==> config.mk <==
export PLATFORM = sky130hd
export DESIGN_NAME = mem_bridge_flat
export DESIGN_NICKNAME = d
export VERILOG_FILES = /design/src/rtl/mem_bridge_if.sv /design/src/rtl/mem_bridge.sv /design/src/flat_wrapper.sv
export SDC_FILE = /design/constraint.sdc
export NUM_CORES = 1
export LEC_CHECK = 0
export CAP_MARGIN = 20
export CORE_MARGIN = 5
export CORE_UTILIZATION = 50
export CTS_CLUSTER_DIAMETER = 200
export DETAILED_ROUTE_END_ITERATION = 12
export MAX_ROUTING_LAYER = met4
export PLACE_DENSITY_LB_ADDON = 0.2
export REMOVE_ABC_BUFFERS = 1
export SYNTH_ARGS = -nofsm -noshare
export SYNTH_HDL_FRONTEND = slang
export SYNTH_SLANG_ARGS = --single-unit
export TNS_END_PERCENT = 1
==> constraint.sdc <==
create_clock -name clock -period 3.2 [get_ports clock]
set_clock_uncertainty 0.1 [all_clocks]
set_input_delay 0.32 -clock clock [delete_from_list [all_inputs] [get_ports clock]]
set_output_delay 0.32 -clock clock [all_outputs]
set_load 0.01 [all_outputs]
==> src/rtl/mem_bridge_if.sv <==
// CPU-side and memory-side signal bundle for mem_bridge.
// The master modport is the bridge itself; slave is the CPU plus memory around it.
interface mem_bridge_if #(
  parameter int DEPTH = 4
);
  logic                   cpu_req;
  logic                   cpu_rw;
  logic [31:0]            cpu_addr;
  logic [31:0]            cpu_wdata;
  logic [31:0]            cpu_rdata;
  logic                   cpu_stall;

  logic                   mem_valid;
  logic                   mem_ready;
  logic                   mem_we;
  logic [31:0]            mem_addr;
  logic [31:0]            mem_wdata;
  logic                   mem_rvalid;
  logic [31:0]            mem_rdata;

  logic [$clog2(DEPTH):0] wbuf_level;
  logic                   err;

  modport master (
    input  cpu_req, cpu_rw, cpu_addr, cpu_wdata,
    output cpu_rdata, cpu_stall,
    output mem_valid, mem_we, mem_addr, mem_wdata,
    input  mem_ready, mem_rvalid, mem_rdata,
    output wbuf_level, err
  );

  modport slave (
    output cpu_req, cpu_rw, cpu_addr, cpu_wdata,
    input  cpu_rdata, cpu_stall,
    input  mem_valid, mem_we, mem_addr, mem_wdata,
    output mem_ready, mem_rvalid, mem_rdata,
    input  wbuf_level, err
  );
endinterface

==> src/rtl/mem_bridge.sv <==
// mem_bridge: posted-write buffer plus stalling, timeout-guarded read path to external memory.
// Define MEM_BRIDGE_FWD_EN to serve reads that hit a buffered write straight from the buffer.
module mem_bridge #(
  parameter int DEPTH   = 4,
  parameter int TIMEOUT = 255
) (
  input logic          clock,
  input logic          reset,
  mem_bridge_if.master bus
);

  localparam int PW = $clog2(DEPTH);
  localparam int LW = PW + 1;
  localparam logic [LW-1:0] FULL     = LW'(DEPTH);
  localparam logic [PW-1:0] PTR_ONE  = PW'(1);
  localparam logic [7:0]    TMO_LAST = 8'(TIMEOUT - 1);

  typedef enum logic [2:0] {
    IDLE,
    DRAIN,
    RREQ,
    RWAIT,
    RDONE
  } state_t;

  state_t        state_q, state_d;
  logic [PW-1:0] wrPtr_q, wrPtr_d;
  logic [PW-1:0] rdPtr_q, rdPtr_d;
  logic [LW-1:0] level_q, level_d;
  logic [7:0]    timer_q, timer_d;
  logic [31:0]   rdata_q, rdata_d;
  logic          err_q, err_d;
  logic          memValid_q, memValid_d;
  logic          memWe_q, memWe_d;
  logic [31:0]   memAddr_q, memAddr_d;
  logic [31:0]   memWdata_q, memWdata_d;

  logic [31:0]   bufAddr [DEPTH];
  logic [31:0]   bufData [DEPTH];

  logic          isWrite;
  logic          isRead;
  logic          full;
  logic          push;
  logic          pop;

  assign isWrite = bus.cpu_req & bus.cpu_rw;
  assign isRead  = bus.cpu_req & ~bus.cpu_rw;
  assign full    = (level_q == FULL);
  assign push    = isWrite & ~full;
  assign pop     = memValid_q & memWe_q & bus.mem_ready;

  // Stall is the only combinational output; gating with reset keeps it low while in reset.
  assign bus.cpu_stall = reset & ((isWrite & full) | (isRead & (state_q != RDONE)));

`ifdef MEM_BRIDGE_FWD_EN
  logic          fwdHit;
  logic [31:0]   fwdData;

  // Scan oldest to newest so the newest matching entry wins.
  always_comb begin
    logic [PW-1:0] idx;
    fwdHit  = 1'b0;
    fwdData = '0;
    idx     = rdPtr_q;
    for (int i = 0; i < DEPTH; i++) begin
      idx = rdPtr_q + PW'(i);
      if ((LW'(i) < level_q) && (bufAddr[idx] == bus.cpu_addr)) begin
        fwdHit  = 1'b1;
        fwdData = bufData[idx];
      end
    end
  end
`endif

  always_comb begin
    state_d    = state_q;
    wrPtr_d    = wrPtr_q;
    rdPtr_d    = rdPtr_q;
    timer_d    = timer_q;
    rdata_d    = rdata_q;
    err_d      = err_q;
    memValid_d = 1'b0;
    memWe_d    = 1'b0;
    memAddr_d  = memAddr_q;
    memWdata_d = memWdata_q;

    if (push) wrPtr_d = wrPtr_q + PTR_ONE;
    if (pop)  rdPtr_d = rdPtr_q + PTR_ONE;
    level_d = level_q + LW'(push) - LW'(pop);

    case (state_q)
      IDLE: begin
        if (isRead) begin
`ifdef MEM_BRIDGE_FWD_EN
          if (fwdHit) begin
            state_d = RDONE;
            rdata_d = fwdData;
          end else if (level_q != '0) begin
            state_d = DRAIN;
          end else begin
            state_d = RREQ;
          end
`else
          if (level_q != '0) state_d = DRAIN;
          else               state_d = RREQ;
`endif
        end
      end
      DRAIN: begin
        if (level_q == '0) state_d = RREQ;
      end
      RREQ: begin
        if (memValid_q & ~memWe_q & bus.mem_ready) begin
          state_d = RWAIT;
          timer_d = '0;
        end
      end
      RWAIT: begin
        if (bus.mem_rvalid) begin
          rdata_d = bus.mem_rdata;
          state_d = RDONE;
        end else if (timer_q == TMO_LAST) begin
          rdata_d = 32'hDEAD_BEEF;
          err_d   = 1'b1;
          state_d = RDONE;
        end else begin
          timer_d = timer_q + 8'd1;
        end
      end
      RDONE:   state_d = IDLE;
      default: state_d = IDLE;
    endcase

    // Bus outputs are registered, so they are derived from the next buffer/FSM state;
    // an entry pushed into an otherwise empty buffer is taken straight from the CPU.
    if (state_d == RREQ) begin
      memValid_d = 1'b1;
      memWe_d    = 1'b0;
      memAddr_d  = bus.cpu_addr;
    end else if ((state_d != RWAIT) && (level_d != '0)) begin
      memValid_d = 1'b1;
      memWe_d    = 1'b1;
      if (push && (wrPtr_q == rdPtr_d)) begin
        memAddr_d  = bus.cpu_addr;
        memWdata_d = bus.cpu_wdata;
      end else begin
        memAddr_d  = bufAddr[rdPtr_d];
        memWdata_d = bufData[rdPtr_d];
      end
    end
  end

  always_ff @(posedge clock) begin
    if (push) begin
      bufAddr[wrPtr_q] <= bus.cpu_addr;
      bufData[wrPtr_q] <= bus.cpu_wdata;
    end
  end

  always_ff @(posedge clock or negedge reset) begin
    if (!reset) begin
      state_q    <= IDLE;
      wrPtr_q    <= '0;
      rdPtr_q    <= '0;
      level_q    <= '0;
      timer_q    <= '0;
      rdata_q    <= '0;
      err_q      <= 1'b0;
      memValid_q <= 1'b0;
      memWe_q    <= 1'b0;
      memAddr_q  <= '0;
      memWdata_q <= '0;
    end else begin
      state_q    <= state_d;
      wrPtr_q    <= wrPtr_d;
      rdPtr_q    <= rdPtr_d;
      level_q    <= level_d;
      timer_q    <= timer_d;
      rdata_q    <= rdata_d;
      err_q      <= err_d;
      memValid_q <= memValid_d;
      memWe_q    <= memWe_d;
      memAddr_q  <= memAddr_d;
      memWdata_q <= memWdata_d;
    end
  end

  assign bus.cpu_rdata  = rdata_q;
  assign bus.mem_valid  = memValid_q;
  assign bus.mem_we     = memWe_q;
  assign bus.mem_addr   = memAddr_q;
  assign bus.mem_wdata  = memWdata_q;
  assign bus.wbuf_level = level_q;
  assign bus.err        = err_q;

endmodule

==> src/flat_wrapper.sv <==
// flat-port wrapper written by rule: the top's interface ports become plain ports
module mem_bridge_flat 
#(
  parameter int DEPTH   = 4,
  parameter int TIMEOUT = 255
)
  (clock, reset, bus_cpu_req, bus_cpu_rw, bus_cpu_addr, bus_cpu_wdata, bus_cpu_rdata, bus_cpu_stall, bus_mem_valid, bus_mem_we, bus_mem_addr, bus_mem_wdata, bus_mem_ready, bus_mem_rvalid, bus_mem_rdata, bus_wbuf_level, bus_err);
  mem_bridge_if #(.DEPTH(DEPTH)) bus_i ();
  input logic clock;
  input logic reset;
  input wire logic [$bits(bus_i.cpu_req)-1:0] bus_cpu_req;
  input wire logic [$bits(bus_i.cpu_rw)-1:0] bus_cpu_rw;
  input wire logic [$bits(bus_i.cpu_addr)-1:0] bus_cpu_addr;
  input wire logic [$bits(bus_i.cpu_wdata)-1:0] bus_cpu_wdata;
  output wire logic [$bits(bus_i.cpu_rdata)-1:0] bus_cpu_rdata;
  output wire logic [$bits(bus_i.cpu_stall)-1:0] bus_cpu_stall;
  output wire logic [$bits(bus_i.mem_valid)-1:0] bus_mem_valid;
  output wire logic [$bits(bus_i.mem_we)-1:0] bus_mem_we;
  output wire logic [$bits(bus_i.mem_addr)-1:0] bus_mem_addr;
  output wire logic [$bits(bus_i.mem_wdata)-1:0] bus_mem_wdata;
  input wire logic [$bits(bus_i.mem_ready)-1:0] bus_mem_ready;
  input wire logic [$bits(bus_i.mem_rvalid)-1:0] bus_mem_rvalid;
  input wire logic [$bits(bus_i.mem_rdata)-1:0] bus_mem_rdata;
  output wire logic [$bits(bus_i.wbuf_level)-1:0] bus_wbuf_level;
  output wire logic [$bits(bus_i.err)-1:0] bus_err;
  assign bus_i.cpu_req = bus_cpu_req;
  assign bus_i.cpu_rw = bus_cpu_rw;
  assign bus_i.cpu_addr = bus_cpu_addr;
  assign bus_i.cpu_wdata = bus_cpu_wdata;
  assign bus_cpu_rdata = bus_i.cpu_rdata;
  assign bus_cpu_stall = bus_i.cpu_stall;
  assign bus_mem_valid = bus_i.mem_valid;
  assign bus_mem_we = bus_i.mem_we;
  assign bus_mem_addr = bus_i.mem_addr;
  assign bus_mem_wdata = bus_i.mem_wdata;
  assign bus_i.mem_ready = bus_mem_ready;
  assign bus_i.mem_rvalid = bus_mem_rvalid;
  assign bus_i.mem_rdata = bus_mem_rdata;
  assign bus_wbuf_level = bus_i.wbuf_level;
  assign bus_err = bus_i.err;
  mem_bridge #(.DEPTH(DEPTH), .TIMEOUT(TIMEOUT)) u_core (.clock(clock), .reset(reset), .bus(bus_i));
endmodule
==> reports/results.txt <==
Synth Cell Area = 16000 sq um
# IOs = 205
Worst skew pair latency = 0.52 ns
CP delay by family, top = adder cells
Post-layout util = 63.88%
Diode count = 0
WP buf/inv = 5
DP Worst Slack = -0.2288 ns
Slew @ Worst Pin = 0.7944 ns
Sink Count = 373
Antenna violations before repair = 0
Leak = 7.953 nW
Netlist cell types = 54
Status = finished clean
HP Class = input port to asynchronous set/reset pin
Die width = 188.9 microns
Root Driver = clkbuf_16
Max_slew headroom = 46.91%
Area Growth Syn to Fin = 25.96%
#FFs+latches synth = 373
Num CTS Buffers = 40
Antenna Nets Post-Route = 0
Crit path arrival time = 3.27 ns
Setup crit start kind = flop
Core box area = 31560 sq um
Crit-path cells = nand3_4, inv_2, ha_1, inv_1, ha_1, inv_1, fa_1, xnor2_1, xnor2_1, nor3_2, nor2_4, nor2_4, inv_2, buf_12, o21a_1, a22o_1
Maxcap violations = 0
GRT overflow = 0
Post-synthesis sequential area ratio = 66.33%
Initial DRC Count = 422
Ranking of synthesized cells by area = edfxtp_1 48%, dfrtp_1 18%, mux2i_1 10%, mux4_2 7.3%, a22o_1 2.2%
Req. time, crit path = 3.50 ns
Port Buffers = 204
CP max FO = 33
Max IR drop VDD = 0.5003 mV
Initial core utilization = 50.71%
CTS tree = yes
CP Class = flop to flop
First-pass GRT wire length = 55220 microns
Yosys top cell by area = edfxtp_1
Vias in the first global route = 9787
Routed vias = 9190
Yosys top cell area share = 48.04%
Tcrit/Tclk final = 92.76%
Placer Congestion = 0.7597
CP endpoint kind = flop
WL per Instance = 21.33 microns
H-tree depth = 2
Vias/cell = 5.694
Layout cells sized above 1 = 14.77%
Post-DP HPWL = 21330 microns
Slowest Stage Delay on Critical Path = 0.45 ns
DRC = 0
Final min period = 2.968 ns
Largest net degree at the start of global routing = 45
Max Slew Vio Count = 0
Placed cell count = 1539
Clk slew on worst S/H paths = 0.06 ns
Slowest CP cell = dfrtp_1
Fin worst setup slack = 0.2316 ns
Non-Filler Instances = 1614
Synth warnings = 0
Fill cell count = 2276
PwrDens = 1037 nW/um^2
Nets = 1291
Routed WL = 34420 microns
Multi-input logic area = 5055 sq um
Site Rows = 65
Placement Cell Area = 18770 sq um
Final hold vios = 0
Power Total = 20.90 mW
RSZ-0062 raised after global routing = no
Cells after synthesis = 947
TritonRoute pass-1 iters = 4
CTS Buffer Depth = 3
Syn Area/Cell = 16.90 sq um
Sequential Area = 10620 sq um
Total GRT Usage = 19.93%
Final Instance Area = 20160 sq um
Maximum achievable frequency = 0.3369 GHz
Chip Height = 188.9 microns
Final setup fails = 0
DIE AREA = 35680 sq um
==> repair_timing <==
item | CTS | global route
gates resized for setup | 0 | 1
hold endpoints to repair | 41 | 0
hold buffers | 1 | 0
buffers inserted | 0 | 0
endpoints found under the setup margin | 0 | 18
==> layout make-up <==
class / count / share of cell area, %
Timing Repair Buffer: 248 / 12.72
Multi-Input combinational cell: 505 / 25.08
Tap cell: 402 / 2.495
Clock inverter: 13 / 0.9497
Sequential cell: 373 / 52.68
Clock buffer: 61 / 5.860
Inverter: 12 / 0.2235
==> logic make-up (layout without fill, tap and decap cells) <==
family / Yosys count / count (layout) / synth area share, %
AO/OA/AOI/OAI: 144 / 144 / 6.794
XOR/XNOR: 11 / 11 / 0.6490
adder cells (fa/ha/maj): 9 / 9 / 0.7506
buffers and inverters: 69 / 334 / 2.533
flip-flops: 373 / 373 / 66.33
multiplexers: 225 / 225 / 19.37
AND/OR/NAND/NOR: 116 / 116 / 3.573
==> routing by layer <==
layer	wire (microns)	GRT usage (%)	vias to the layer above
met5	0	-	-
met4	605	4.316	0
met3	1634	3.190	53
met2	16590	31.65	246
met1	15590	27.78	4699
li1	-	-	4192
==> where the power goes <==
group          total, mW  switching, mW  internal, mW
clock network       4.75           1.80          2.95
logic               9.17           4.28          4.89
registers           6.99          0.633          6.35
==> placed cells by master, fill, tap and decap left out, types with 4 or more instances in the layout <==
cell type | Yosys | routed
a21oi_1 | 33 | 33
ha_1 | 8 | 8
xor2_1 | 7 | 6
o21ai_0 | 4 | 4
o21a_1 | 32 | 32
nand2b_1 | 4 | 4
o22a_1 | 24 | 24
dfrtp_1 | 117 | 115
inv_1 | 9 | 9
buf_12 | 0 | 15
mux4_1 | 12 | 12
clkbuf_1 | 18 | 12
mux2i_1 | 160 | 160
nor2_1 | 42 | 41
clkinv_1 | 0 | 5
mux4_2 | 52 | 52
clkbuf_8 | 3 | 8
a22o_1 | 40 | 40
nand4_1 | 6 | 6
bufinv_16 | 0 | 5
nand2_1 | 38 | 38
clkbuf_16 | 0 | 41
and2_4 | 0 | 4
edfxtp_1 | 256 | 256
buf_4 | 4 | 28
clkdlybuf4s50_1 | 0 | 203
==> state kept, by name, indices dropped and copies added (netlist names), 2 cells and up <==
register               flops
u_core.bus.mem_addr       32
u_core.bus.cpu_rdata      32
u_core.bufData           128
u_core.rdPtr_q             2
u_core.bufAddr           128
u_core.wrPtr_q             2
u_core.bus.wbuf_level      3
u_core.timer_q             8
u_core.state_q             3
u_core.bus.mem_wdata      32
==> final timing paths <==
path	start	to	slack (ns)	depth (start not counted)
max in group asynchronous	reset	u_core.bus.mem_addr[25]	1.80	3
max	u_core.bus.mem_valid	u_core.bus.mem_addr[13]	0.23	16
min reg2reg	u_core.bus.err	u_core.bus.err	0.37	1
max reg2reg	u_core.bus.mem_valid	u_core.bus.mem_addr[13]	0.23	16
min	reset	u_core.bus.mem_addr[28]	0.17	2
min in group clock	bus_mem_rdata[19]	u_core.bus.cpu_rdata[19]	0.29	2
==> synthesized netlist by cell type (all sizes together) <==
| master | instances |
|---|---|
| nand2 | 38 |
| or3b | 1 |
| or2b | 1 |
| nor3 | 2 |
| nand4 | 6 |
| ha | 8 |
| fa | 1 |
| nand3 | 3 |
| mux4 | 64 |
| nor2 | 44 |
| a211oi | 2 |
| nor3b | 1 |
| nor4 | 2 |
| a31oi | 1 |
| a22o | 40 |
| dfrtp | 117 |
| clkbuf | 21 |
| inv | 12 |
| o2111ai | 1 |
| o32ai | 1 |
| and2 | 5 |
| xor2 | 7 |
| nor2b | 3 |
| and3 | 3 |
| o22a | 24 |
| buf | 36 |
| edfxtp | 256 |
| nand2b | 4 |
| o31ai | 2 |
| o21a | 32 |
| mux2 | 1 |
| and4bb | 1 |
| a21oi | 33 |
| o21ai | 6 |
| a21o | 2 |
| mux2i | 160 |
| xnor2 | 4 |
| nand3b | 1 |
| or4b | 1 |
==> per-stage QoR <==
stage	hold slack, ns	setup TNS, ns
detailed placement	0.1558	-9.347
finish	0.1735	0
CTS	0.1777	0
global placement	0.1553	-5.838
global route	0.2151	0
floorplan	-0.07559	-487.58
Note: power is estimated with default switching activity, not from simulation.
==> edit (config.mk and constraints unchanged) <==
`DEPTH` is set to 4 in 3 places; all go to 2.
--- a/src/rtl/mem_bridge_if.sv
+++ b/src/rtl/mem_bridge_if.sv
@@ -1,7 +1,7 @@
 // CPU-side and memory-side signal bundle for mem_bridge.
 // The master modport is the bridge itself; slave is the CPU plus memory around it.
 interface mem_bridge_if #(
-  parameter int DEPTH = 4
+  parameter int DEPTH = 2
 );
   logic                   cpu_req;
   logic                   cpu_rw;
--- a/src/rtl/mem_bridge.sv
+++ b/src/rtl/mem_bridge.sv
@@ -1,7 +1,7 @@
 // mem_bridge: posted-write buffer plus stalling, timeout-guarded read path to external memory.
 // Define MEM_BRIDGE_FWD_EN to serve reads that hit a buffered write straight from the buffer.
 module mem_bridge #(
-  parameter int DEPTH   = 4,
+  parameter int DEPTH   = 2,
   parameter int TIMEOUT = 255
 ) (
   input logic          clock,
--- a/src/flat_wrapper.sv
+++ b/src/flat_wrapper.sv
@@ -1,7 +1,7 @@
 // flat-port wrapper written by rule: the top's interface ports become plain ports
 module mem_bridge_flat 
 #(
-  parameter int DEPTH   = 4,
+  parameter int DEPTH   = 2,
   parameter int TIMEOUT = 255
 )
   (clock, reset, bus_cpu_req, bus_cpu_rw, bus_cpu_addr, bus_cpu_wdata, bus_cpu_rdata, bus_cpu_stall, bus_mem_valid, bus_mem_we, bus_mem_addr, bus_mem_wdata, bus_mem_ready, bus_mem_rvalid, bus_mem_rdata, bus_wbuf_level, bus_err);
Interface: changed (resized bus_wbuf_level); port bits go from 205 to 204. No check against the original RTL was run, so the function may have changed too.
==> edit against the unedited design <==
- routed wire length decreased by 25%
- power is 27% lower
- worst hold slack improved by 120 ps
- sequential cell count shrank 131
- cell area shrank 32%
- area after synthesis down 35%
- synthesized cell count fell by 22%
- worst setup slack improved by 220 ps
- critical endpoint is now u_core.bus.mem_addr[30]$_DFFE_PN0P_
- largest cell class unchanged
==> edit: results (changes against the unedited design) <==
* Initial drt markers at 430 (+1.9%)
* Top cells by area, synth: edfxtp_1 (37%), dfrtp_1 (27%), a2bb2oi_2 (4.3%), mux2_2 (3.4%), mux2i_1 (3.0%)
* Synth Area in Compound Gates at 17.7% (+11 points)
* Area post-placement at 12900 um2 (-31%)
* Port bufs at 203 (-0.49%)
* Synth cell types at 49 (-9.3%)
* Clock share of power at 18.4% (-4.3 points)
* Worst skew pair latency at 520 ps (about the same)
* Min-delay worst type: input port to flop
* Pleak at 0.00491 uW (-38%)
* EDFF count, synth at 128 (-50%)
* Seq/Total Area, Yosys at 63.9% (-2.4 points)
* Placed Cells at 1181 (-23%)
* P_comb at 7660 uW (-16%)
* Delay-heaviest family, CP: simple AND/OR/NAND/NOR gates
* Number of global-route vias before repair at 7532 (-23%)
* Largest regs: u_core.bufAddr: 64 flops, u_core.bufData: 64 flops
* Flop2flop setup slack at 450 ps (+220 ps)
* Uppermost layer routed: met4
* Slew headroom at 49.4% (+2.5 points)
* Worst Min Path Start: bus_mem_rdata[5]
* Adder-cell area share of the yosys netlist at 0.478% (-0.27 points)
* Total wire length at 25800 um (-25%)
* GRT Total Usage at 21.8% (+1.8 points)
* GR Layer Usage met3 at 3.75% (+0.56 points)
* Initial antenna violation count at 1 (+1)
* Mux cell area share after synthesis at 6.40% (-13 points)
* Routed vias/inst at 5.89 (+3.4%)
* DP HPWL at 15500 um (-27%)
* CP max stage delay at 430 ps (-20 ps)
* Met2 WL at 12700 um (-24%)
* Status: complete, no violations
* Worst vdd ir at 0.000936 V (+87%)
* Pin count of the biggest net entering global routing at 115 (+160%)
* Met3 wire len at 1450 um (-11%)
* CTS H-tree lvls at 1 (-1)
* Via count at 7235 (-21%)
* TritonCTS Buffers at 25 (-38%)
* Avg Cell Area, Syn at 14.1 um2 (-16%)
* Final Hold Fails at 0 (unchanged)
* Fin nets at 1040 (-19%)
* P_sw at 5500 uW (-18%)
* Routability cong. at 0.774 (+1.9%)
* Max Fanout on Critical Path at 11 (-67%)
* Fillers at 1608 (-29%)
* Met1 usage at 29.2% (+1.4 points)
* Reg2reg start: u_core.bus.mem_we$_DFF_PN0_
* XOR/XNOR share of the synthesized area at 0.836% (+0.19 points)
* Asr flop ratio synth at 47.1% (+16 points)
* Post-synth top cells: edfxtp_1 (128), dfrtp_1 (114), clkbuf_1 (42), nor2_1 (40), a21oi_1 (34)
* First-pass GRT wire length at 41100 um (-26%)
* Layout cell share with drive strength beyond 1 at 14.6% (-0.18 points)
* M2 GR Usage at 35.1% (+3.5 points)
* Crit path DAT at 3090 ps (-180 ps)
* WL met1 at 11300 um (-28%)
edit: changes by cell type in the layout (fill, tap and decap cells not counted), moves of 33 or more:
cell,change
mux2i_1,-129
a211oi_1,+33
nand2_1,-34
mux4_2,-52
or3_1,+33
edfxtp_1,-128
edit: per-stage QoR:
stage / setup slack [ps] / hold slack (ps) / total power [uW]
6_report: 454 / 290 / 15300
5_1_grt: 286 / 274 / 16200
4_1_cts: 452 / 276 / 15400
3_5_place_dp: 135 / 368 / 12500
3_3_place_gp: 177 / 369 / 12300
2_1_floorplan: -6350 / -75.6 / 9430
edit: worst paths after layout:
check                                                        to  cells past startpoint
min in group asynchronous  u_core.bus.cpu_rdata[20]$_DFFE_PN0P_                      3
min reg2reg                          u_core.bus.err$_DFFE_PN0P_                      1
max                         u_core.bus.mem_addr[30]$_DFFE_PN0P_                     10
max reg2reg                 u_core.bus.mem_addr[30]$_DFFE_PN0P_                     10
min                         u_core.bus.cpu_rdata[5]$_DFFE_PN0P_                      2
max in group asynchronous   u_core.bus.mem_addr[18]$_DFFE_PN0P_                      3
edit: area by class of cell:
| cell class | count | area, um2 | share of cell area [%] |
|---|---|---|---|
| flip-flops and latches | 242 | 6700 | 48.8 |
| multi-input cells | 423 | 3490 | 25.4 |
| repair buffers | 230 | 2360 | 17.2 |
| clock buffers | 35 | 683 | 4.98 |
| well taps | 275 | 344 | 2.51 |
| clock inverters | 11 | 109 | 0.793 |
| inverters | 12 | 47.5 | 0.346 |
| diodes | 1 | 2.50 | 0.0182 |
edit: kinds of logic after synthesis:
logic type,Yosys count
compound gates,212
xor+xnor,10
fa+ha+maj,4
buf+inv,77
flops,242
mux,63
simple gates,134
edit: repair_timing:
item | CTS | global route
hold buffers | 1 | 0
endpoints found under the setup margin | 0 | 0
endpoints found under the hold margin | 114 | 0
